===== src/rtl/apb_cmd_master.sv =====
`default_nettype none
// =============================================================================
// apb_cmd_master : valid/ready command stream to single APB3 transfers
// Revision 1.0
// =============================================================================
module apb_cmd_master #(
   parameter int ADDR_W  = 32,
   parameter int DATA_W  = 32,
   parameter int TIMEOUT = 16,
   parameter int CNT_W   = 8
) (
   input  logic              PCLK,
   input  logic              PRESETn,
   input  logic              cmd_valid,
   output logic              cmd_ready,
   input  logic [ADDR_W-1:0] cmd_addr,
   input  logic              cmd_write,
   input  logic [DATA_W-1:0] cmd_wdata,
   output logic              rsp_valid,
   input  logic              rsp_ready,
   output logic [DATA_W-1:0] rsp_rdata,
   output logic              rsp_err,
   output logic              rsp_timeout,
   output logic              PSELx,
   output logic              PENABLE,
   output logic              PWRITE,
   output logic [ADDR_W-1:0] PADDR,
   output logic [DATA_W-1:0] PWDATA,
   input  logic [DATA_W-1:0] PRDATA,
   input  logic              PREADY,
   input  logic              PSLVERR
);

   typedef enum logic [1:0] {
      ST_IDLE   = 2'd0,
      ST_SETUP  = 2'd1,
      ST_ACCESS = 2'd2,
      ST_RESP   = 2'd3
   } state_t;

   localparam logic [CNT_W-1:0] CNT_LAST = CNT_W'((TIMEOUT == 0) ? 0 : TIMEOUT - 1);

   state_t            state_q, state_d;
   logic [CNT_W-1:0]  cnt_q, cnt_d;
   logic              cmd_ready_q, cmd_ready_d;
   logic              psel_q, psel_d;
   logic              penable_q, penable_d;
   logic              pwrite_q, pwrite_d;
   logic [ADDR_W-1:0] paddr_q, paddr_d;
   logic [DATA_W-1:0] pwdata_q, pwdata_d;
   logic              rsp_valid_q, rsp_valid_d;
   logic [DATA_W-1:0] rsp_rdata_q, rsp_rdata_d;
   logic              rsp_err_q, rsp_err_d;
   logic              rsp_timeout_q, rsp_timeout_d;

   always_comb begin
      state_d       = state_q;
      cnt_d         = cnt_q;
      pwrite_d      = pwrite_q;
      paddr_d       = paddr_q;
      pwdata_d      = pwdata_q;
      rsp_rdata_d   = rsp_rdata_q;
      rsp_err_d     = rsp_err_q;
      rsp_timeout_d = rsp_timeout_q;

      case (state_q)
         ST_IDLE: begin
            if (cmd_valid) begin
               paddr_d  = cmd_addr;
               pwrite_d = cmd_write;
               pwdata_d = cmd_wdata;
               state_d  = ST_SETUP;
            end
         end
         ST_SETUP: begin
            state_d = ST_ACCESS;
         end
         ST_ACCESS: begin
            if (!PREADY) begin
               cnt_d = cnt_q + 1'b1;
            end
            // A ready completion on the timeout edge takes priority over the abort
            if (PREADY) begin
               rsp_err_d     = PSLVERR;
               rsp_rdata_d   = pwrite_q ? '0 : PRDATA;
               rsp_timeout_d = 1'b0;
               state_d       = ST_RESP;
            end else if ((TIMEOUT != 0) && (cnt_q == CNT_LAST)) begin
               rsp_err_d     = 1'b1;
               rsp_rdata_d   = '0;
               rsp_timeout_d = 1'b1;
               state_d       = ST_RESP;
            end
         end
         ST_RESP: begin
            if (rsp_ready) begin
               cnt_d   = '0;
               state_d = ST_IDLE;
            end
         end
         default: state_d = ST_IDLE;
      endcase

      cmd_ready_d = (state_d == ST_IDLE);
      psel_d      = (state_d == ST_SETUP) || (state_d == ST_ACCESS);
      penable_d   = (state_d == ST_ACCESS);
      rsp_valid_d = (state_d == ST_RESP);
   end

   always_ff @(posedge PCLK or negedge PRESETn) begin
      if (!PRESETn) begin
         state_q       <= ST_IDLE;
         cnt_q         <= '0;
         cmd_ready_q   <= 1'b1;
         psel_q        <= 1'b0;
         penable_q     <= 1'b0;
         pwrite_q      <= 1'b0;
         paddr_q       <= '0;
         pwdata_q      <= '0;
         rsp_valid_q   <= 1'b0;
         rsp_rdata_q   <= '0;
         rsp_err_q     <= 1'b0;
         rsp_timeout_q <= 1'b0;
      end else begin
         state_q       <= state_d;
         cnt_q         <= cnt_d;
         cmd_ready_q   <= cmd_ready_d;
         psel_q        <= psel_d;
         penable_q     <= penable_d;
         pwrite_q      <= pwrite_d;
         paddr_q       <= paddr_d;
         pwdata_q      <= pwdata_d;
         rsp_valid_q   <= rsp_valid_d;
         rsp_rdata_q   <= rsp_rdata_d;
         rsp_err_q     <= rsp_err_d;
         rsp_timeout_q <= rsp_timeout_d;
      end
   end

   assign cmd_ready   = cmd_ready_q;
   assign PSELx       = psel_q;
   assign PENABLE     = penable_q;
   assign PWRITE      = pwrite_q;
   assign PADDR       = paddr_q;
   assign PWDATA      = pwdata_q;
   assign rsp_valid   = rsp_valid_q;
   assign rsp_rdata   = rsp_rdata_q;
   assign rsp_err     = rsp_err_q;
   assign rsp_timeout = rsp_timeout_q;

endmodule
`default_nettype wire

===== config.mk =====
export PLATFORM = sky130hd
export DESIGN_NAME = apb_cmd_master
export DESIGN_NICKNAME = d
export VERILOG_FILES = /design/src/rtl/apb_cmd_master.sv
export SDC_FILE = /design/constraint.sdc
export NUM_CORES = 1
export LEC_CHECK = 0
export ABC_CLOCK_PERIOD_IN_PS = 3900
export CORE_MARGIN = 1.5
export CORE_UTILIZATION = 30
export CTS_CLUSTER_DIAMETER = 200
export DETAILED_ROUTE_END_ITERATION = 7
export GPL_ROUTABILITY_DRIVEN = 0
export HOLD_SLACK_MARGIN = 0.02
export PLACE_DENSITY_LB_ADDON = 0.15
export SYNTH_ARGS = -nofsm -noshare
export SYNTH_HDL_FRONTEND = slang
export SYNTH_SLANG_ARGS = --single-unit

===== constraint.sdc =====
create_clock -name PCLK -period 3.9 [get_ports PCLK]
set_input_delay 0.78 -clock PCLK [delete_from_list [all_inputs] [get_ports PCLK]]
set_output_delay 0.78 -clock PCLK [all_outputs]
set_load 0.02 [all_outputs]

==> results of run 1 <==
==> synthesized netlist by cell type, types with 2 or more instances <==
cell	instances
sky130_fd_sc_hd__nand2b_1	2
sky130_fd_sc_hd__nor2b_1	2
sky130_fd_sc_hd__nand3_1	3
sky130_fd_sc_hd__o21ai_0	6
sky130_fd_sc_hd__mux2_4	39
sky130_fd_sc_hd__or2b_2	2
sky130_fd_sc_hd__nand2_1	68
sky130_fd_sc_hd__ha_1	4
sky130_fd_sc_hd__buf_4	3
sky130_fd_sc_hd__xnor2_1	3
sky130_fd_sc_hd__inv_1	2
sky130_fd_sc_hd__a22oi_1	32
sky130_fd_sc_hd__clkbuf_1	4
sky130_fd_sc_hd__buf_2	3
sky130_fd_sc_hd__a21oi_1	4
sky130_fd_sc_hd__buf_6	5
sky130_fd_sc_hd__nor2_1	5
sky130_fd_sc_hd__dfrtp_1	112
sky130_fd_sc_hd__buf_1	3
sky130_fd_sc_hd__mux2i_1	2
sky130_fd_sc_hd__nor3b_1	2
sky130_fd_sc_hd__mux2_2	26
==> cell type report <==
cell class	instances	area share (%)
Multi-Input combinational cell	218	23.4
Sequential cell	113	37.4
Tap cell	211	3.49
Inverter	2	0.0992
Timing Repair Buffer	209	27.6
Clock buffer	21	6.22
Clock inverter	11	1.79
==> flip-flops by register name, indices dropped and copies added (netlist names), 2 cells and up <==
name	cells
PADDR	32
PWDATA	32
cnt_q	8
rsp_rdata	32
state_q	2
==> power by group through the flow <==
stage	sequential (W)	clock, W	combinational [W]
2_1_floorplan	0.00276	0	0.00105
6_report	0.00213	0.00157	0.00311
4_1_cts	0.00214	0.00162	0.00317
3_5_place_dp	0.00213	0	0.00316
5_1_grt	0.00222	0.00167	0.00334
3_3_place_gp	0.00212	0	0.00313
==> layer usage <==
layer	GRT usage [%]	vias up	wire (um)
met5	0	-	0
li1	-	1647	-
met2	22.3	159	5050
met4	7.53	0	313
met1	18.5	1649	5180
met3	8.02	20	1420
==> worst max-delay path by stage <==
stage,start,to
floorplan,cmd_valid,rsp_valid
global placement,cmd_valid,PSELx
detailed placement,cmd_valid,PSELx
CTS,cmd_ready,cmd_ready
global route,state_q[1],PSELx
finish,cmd_ready,cmd_ready
==> through the flow <==
stage / instances / hold slack [ns] / util [%] / power [W] / setup slack [ns]
6_report: 785 / 0.402 / 49.6 / 0.00681 / 1.60
5_1_grt: 785 / 0.464 / 49.6 / 0.00723 / 1.49
4_1_cts: 785 / 0.430 / 49.6 / 0.00692 / 1.57
3_5_place_dp: 753 / 0.482 / 45.6 / 0.00529 / 1.16
3_3_place_gp: 753 / 0.472 / 45.6 / 0.00524 / 1.19
2_1_floorplan: 351 / 0.484 / - / 0.00381 / 2.09
==> cells by family after synthesis <==
group	count (synthesis)
DFF	113
and+or+nand+nor	97
muxes	67
AOI/OAI and AO/OA	47
buffers and inverters	20
adders and majority gates	4
xor gates and xnor gates	3
==> results.txt, run 1 <==
The first-pass GRT wire length came out at 19,200 um. The analysis attributes to net switching a power of ~0.0023 W. The post-detailed-route wirelength per cell is roughly 15 um.

The post-synthesis share of cell area spent on xor and xnor gates is 0.557%. The total standard cell area after synthesis came out at 4720 um2. The number of buffer cells added on primary ports is between 200 and 250. The number of gates resized after CTS is 0.

The number of buffers between clock root and the deepest sink came out at 2. The class of the most critical hold timing path is in2async. For the final routed database, the setup TNS stands at 0 ns. The CTS tree is built. The synthesis-to-layout area growth came out at 60.3%.

The cell taking the most area after synthesis is sky130_fd_sc_hd__dfrtp_1. STA classifies the critical path startpoint as a flop. The number of buffers inserted during clock tree synthesis is 17. The proportion of power drawn by the clock network is between 20% and 30%.

The worst register-to-register path begins at state_q[1]. The max-slew violation total from the final report is 0. The headroom to the max-slew limit is about 29%. The number of remaining DRC errors is 0.

Among all stages on the critical path, the largest delay is contributed by sky130_fd_sc_hd__clkdlybuf4s50_1. The net switching share of the total power came out at between 30% and 40%. The number of ports placed on the die boundary is 206. The total overflow reported by the global router is 0. The floorplan die width came out at between 100 and 150 um. Setup slack on the worst reg-to-reg path comes out at 1.70 ns.

Summed over all cells, the static leakage comes to between 3 and 4 nW. The share of async-settable or async-resettable flops after synthesis is between 90% and 100%. The clock edge transition at the registers on the reported setup and hold paths is 0.05 ns. The fraction of the yosys area taken by sequential cells is 59.9%.

In this run the worst path has a maximum fanout of 1. Per report_power, the combinational group accounts for about 46% of the total. The floorplan has 45 rows. Of the cells placed in the final design, the portion with a size suffix greater than 1 is 19.7%.

The largest clock skew in the final design is between 0.008 and 0.009 ns. The via count came out at 3,475. The worst setup path is captured at a primary output. Per report_power, the sequential group accounts for 31.2% of the total. The maximum number of pins on one net before global-route repair is 67. The initial DRC count is roughly 120. The die is 128 um tall. Summing the areas of all and, or, nand and nor instances in the mapped netlist gives under 10% of the synthesized area.

The count of hold-fix buffers inserted at cts came out at 0. Among all flip-flop cells after synthesis, the most frequent one is sky130_fd_sc_hd__dfrtp_1. The area used by multi-input combinational logic came out at between 1500 and 2000 um2. For the pin with the worst max-slew slack, the measured transition is between 1 and 1.5 ns. The per-instance average area after synthesis came out at around 13 um2. The clock net sink count is 113. The post-synth net total is ~460. The worst reg2reg path endpoint is PSELx. The final count of hold timing violations is 0. The initial cell density of the core came out at a little under a third.

The ratio of total power to cell area is 900 nW/um2. The biggest cell delay along the critical path is 0.60 ns. After floorplanning, the core was sized to cover 15,300 um2. After legalization and detailed placement, the total HPWL measured around 8300 um.

The initial antenna violation count came out at 0. After synthesis, the largest area contributor takes up 59.4% of total cell area. The worst-case vdd ir drop is ~410 uV.

The total wire length after detailed routing came out at 12,000 um. The family with the most delay on the worst path is buffers and inverters. The Yosys step of the flow raised 0 warnings. In the routed layout, each cell is associated on average with a via count of 4.43. The sequential standard cell area is ~2800 um2. Measured against the total synthesized area, the mux share comes to 19.0%. The post-route standard cell area excluding fillers came out at about 7600 um2. The count of maximum capacitance violations is 0. Based on the critical path, the design can be clocked at up to 0.435 GHz. The antenna violation net count after detailed routing came out at 0.

In the layout the commonest cells are 204 x sky130_fd_sc_hd__clkdlybuf4s50_1, 112 x sky130_fd_sc_hd__dfrtp_1, 68 x sky130_fd_sc_hd__nand2_1, 39 x sky130_fd_sc_hd__mux2_4, 32 x sky130_fd_sc_hd__a22oi_1. The type of the worst setup path is reg2out. The number of antenna diodes in the final layout is 0.

The first detailed-routing pass ran for 4 iterations. The arithmetic-cell share of the synthesized area counting full adders, half adders and majority gates came out at approximately 1.1%. The data arrival time of the critical path came out at about 1.5 ns. Traced cell by cell, the critical path runs through clkdlybuf4s50_1. The count of buffers added by post-CTS timing repair for setup came out at 0. The distinct cell type count of the synthesized netlist is 41.

The overall die area is 16,500 um2. In this run the clock root is driven by a sky130_fd_sc_hd__clkbuf_16. The final period demand of the worst path is roughly 2.3 ns.

The number of enable flip-flop cells after synthesis is 0. By area the synthesized netlist is led by sky130_fd_sc_hd__dfrtp_1 59%, sky130_fd_sc_hd__mux2_4 12%, sky130_fd_sc_hd__mux2_2 6.2%. The overall track demand over capacity in global routing is between 15 and 20%.

The synthesized instance count came out at roughly 350. The flow ran to the end, and the final reports show no timing, DRC or antenna violations. The synthesized design contains ~110 register bits. Setup repair after global routing left no endpoint under its margin. The H-tree was split into 4 levels. The number of nets in the finished design is roughly 670.

The buffer and inverter count on the worst path came out at 1. The data required time at the worst endpoint came out at around 3.1 ns. In this run the number of cells on the critical path is 1. The design internal power is ~0.0045 W. The number of setup violations in the final report came out at 0.

The worst reg-to-reg path cell count came out at 4. The leading cell type in the layout, fill and taps excluded is sky130_fd_sc_hd__clkdlybuf4s50_1. The number of global-route vias before repair came out at 3,748. The later pin in the worst-skew pair is clocked with a latency of 0.41 ns.

Counting the fill cells in the layout gives 1,382. The share of the cycle needed by the critical path after routing came out at 58.9%. The largest family of logic cells by synthesized area is multiplexers.

The area after detailed placement is 6960 um2. The compound-gate portion of the synthesized area came out at 7.16%.
(Power assumes the default switching activity.)
==> inputs of run 2 (changes only) <==
--- a/config.mk
+++ b/config.mk
@@ -5,7 +5,7 @@
 export SDC_FILE = /design/constraint.sdc
 export NUM_CORES = 1
 export LEC_CHECK = 0
-export ABC_CLOCK_PERIOD_IN_PS = 3900
+export ABC_CLOCK_PERIOD_IN_PS = 2000
 export CORE_MARGIN = 1.5
 export CORE_UTILIZATION = 30
 export CTS_CLUSTER_DIAMETER = 200
==> constraint.sdc (replaced) <==
create_clock -name PCLK -period 2 [get_ports PCLK]
set_input_delay 0.4 -clock PCLK [delete_from_list [all_inputs] [get_ports PCLK]]
set_output_delay 0.4 -clock PCLK [all_outputs]
set_load 0.02 [all_outputs]
==> run 2 against run 1 <==
  * Cell count is 0.76% higher
  * Core utilization rose by 0.63 points
  * Via count increased by 1.0%
  * Flip-flop and latch count is the same
==> results.txt, run 2 (synthesized netlist as in run 1, its figures left out) <==
The number of gates resized after CTS is 0 (unchanged). The half-perimeter wire length after detailed placement is 8590 um (+3.3%). The number of nets in the finished design was 674 (+0.90%). The signal on the critical path passes through clkdlybuf4s50_1. The area of the core is 15,300 um2 (unchanged). The number of buffers inserted during clock tree synthesis came out at 17 (unchanged). The number of core rows is 45 (unchanged).

The worst setup path is captured at a primary output. The worst-skew pair later-pin latency came to 0.41 ns (about the same). The number of search-and-repair iterations in the first detailed-routing pass is 4 (unchanged).

The largest clock skew in the final design came out at 0.0157 ns (+0.00752 ns). The setup total negative slack came out at 0 ns (unchanged). The number of global-route vias before repair is 3,728 (-0.53%). The overall track demand over capacity in global routing is 15.8% (+0.51 points). The slew at the pin closest to its max-slew limit came out at 0.640 ns (-0.430 ns). The number of antenna cells inserted came out at 0 (unchanged). The number of ports placed on the die boundary is 206 (unchanged). The critical path is of the reg2out type.

The data required time at the worst endpoint is 1.60 ns (-1.52 ns). The count of buffers added by post-CTS timing repair for setup was 0 (unchanged). The total wire length after detailed routing is 12,300 um (+2.5%). The overall die area came out at 16,500 um2 (unchanged). The top cell types in the final layout, fill and taps aside, are 204 x sky130_fd_sc_hd__clkdlybuf4s50_1, 112 x sky130_fd_sc_hd__dfrtp_1, 68 x sky130_fd_sc_hd__nand2_1, 39 x sky130_fd_sc_hd__mux2_4, 32 x sky130_fd_sc_hd__a22oi_1. The buffer and inverter count on the worst path is 1 (unchanged). The max-slew violation total from the final report came to 0 (unchanged).

The biggest cell delay along the critical path came out at 0.60 ns (about the same). The root buffer cell chosen for the clock tree is sky130_fd_sc_hd__clkbuf_16. The final count of hold timing violations came out at 0 (unchanged). TritonCTS built the clock tree.

The timing-limited maximum frequency came out at roughly 0.52 GHz. The initial cell density of the core is 30.9% (unchanged). The number of buffers between clock root and the deepest sink came out at 2 (unchanged). The die height is 128 um (unchanged). STA classifies the critical path startpoint as a flop. The fraction of layout cells with a size suffix above 1 came to 19.8% (+0.14 points). The final period demand of the worst path is ~1.9 ns. The total overflow reported by the global router is 0 (unchanged). The number of vias per cell after detailed routing was 4.44 (+0.24%).

The number of setup violations in the final report is 0 (unchanged). The ratio of total power to cell area is 1750 nW/um2 (+94%). On the critical path, the stage with the largest delay is an instance of sky130_fd_sc_hd__clkdlybuf4s50_1. The first-pass GRT wire length is 19,900 um (+3.4%). The antenna violation net count after detailed routing is 0 (unchanged).

The initial antenna violation count was 0 (unchanged). The worst-case vdd ir drop is 830 uV (+100%). The cell family contributing the most delay on the critical path is buffers and inverters. The post-detailed-route wirelength per cell is 15.5 um (+1.7%).

The share of the cycle needed by the critical path after routing is a little over nine tenths. The initial DRC count came to 183 (+49%). The count of maximum capacitance violations came to 0 (unchanged).

Setup repair after global routing left no endpoint under its margin. The clock net sink count was 113 (unchanged). The number of remaining DRC errors came out at 0 (unchanged). The maximum number of pins on one net before global-route repair is 114 (+70%). The H-tree depth is 4 (unchanged).

The top fanout value on the critical path is 1 (unchanged). The headroom to the max-slew limit came out at 57.3% (+29 points). The run finished with clean final reports. The library cell used most frequently in the layout, excluding fill and tap cells, is sky130_fd_sc_hd__clkdlybuf4s50_1. The data arrival time of the critical path came to 1.51 ns (about the same).

The number of buffer cells added on primary ports was 205 (unchanged). The floorplan die width is 128 um (unchanged). The standby leakage power is 3.30 nW (+1.2%). The via count is 3,510 (+1.0%).

The total design power came out at 0.0134 W (+97%). The synthesis-to-layout area growth is 62.4%. The count of hold-fix buffers inserted at cts was 0 (unchanged). The tightest min-delay check is of the in2async type.

The clock edge transition at the registers on the reported setup and hold paths is 0.05 ns (about the same).
==> run 2: changes by cell type in the layout (fill, tap and decap cells not counted), sizes merged <==
cell / previous run / this run
clkinvlp: 2 / 1
buf: 5 / 11
clkinv: 6 / 2
clkbuf: 21 / 26
==> run 2: power breakdown <==
part | total [W] | internal, W | switching [W]
clock | 0.00308 | 0.00209 | 0.000995
sequential | 0.00415 | 0.00342 | 0.000736
combinational | 0.00616 | 0.00332 | 0.00285
total | 0.0134 | 0.00882 | 0.00458
==> run 2: path summary, 6_finish.rpt <==
| path | from | end | slack, ns | cells past startpoint |
|---|---|---|---|---|
| hold / removal | PRESETn | cnt_q[0] | 0.05 | 2 |
| setup reg to reg | cnt_q[0] | rsp_valid | 0.17 | 6 |
| max in group asynchronous | PRESETn | rsp_valid | 1.44 | 2 |
| min in group PCLK | rsp_err | rsp_err | 0.50 | 1 |
| setup / recovery | cmd_ready | cmd_ready | 0.09 | 1 |
| hold reg to reg | rsp_err | rsp_err | 0.50 | 1 |
==> run 2: stage by stage <==
stage / setup slack, ns / util (%) / cells / hold slack (ns) / cell area (um2)
after global placement: 0.161 / 46.2 / 759 / 0.471 / 7060
after CTS: 0.0553 / 50.2 / 791 / 0.106 / 7660
after detailed placement: 0.129 / 46.2 / 759 / 0.489 / 7060
after global routing: 0.0188 / 50.2 / 791 / 0.131 / 7660
final: 0.0914 / 50.2 / 791 / 0.0483 / 7660
after floorplan: 0.346 / - / 351 / 0.104 / 4720
==> run 2: area by class of cell <==
type,count,area (um2)
Tap cell,211,264
Timing Repair Buffer,215,2190
Clock inverter,6,108
Multi-Input combinational cell,218,1770
Clock buffer,26,499
Inverter,2,7.51
Sequential cell,113,2830
Fill cell,1368,7590
==> run 2: routing by layer <==
layer / GRT usage, % / share of wire, % / up-vias
li1: - / - / 1662
met5: 0 / 0 / -
met4: 4.82 / 0.77 / 0
met3: 8.94 / 12 / 8
met1: 19.5 / 42 / 1672
met2: 23.6 / 45 / 168
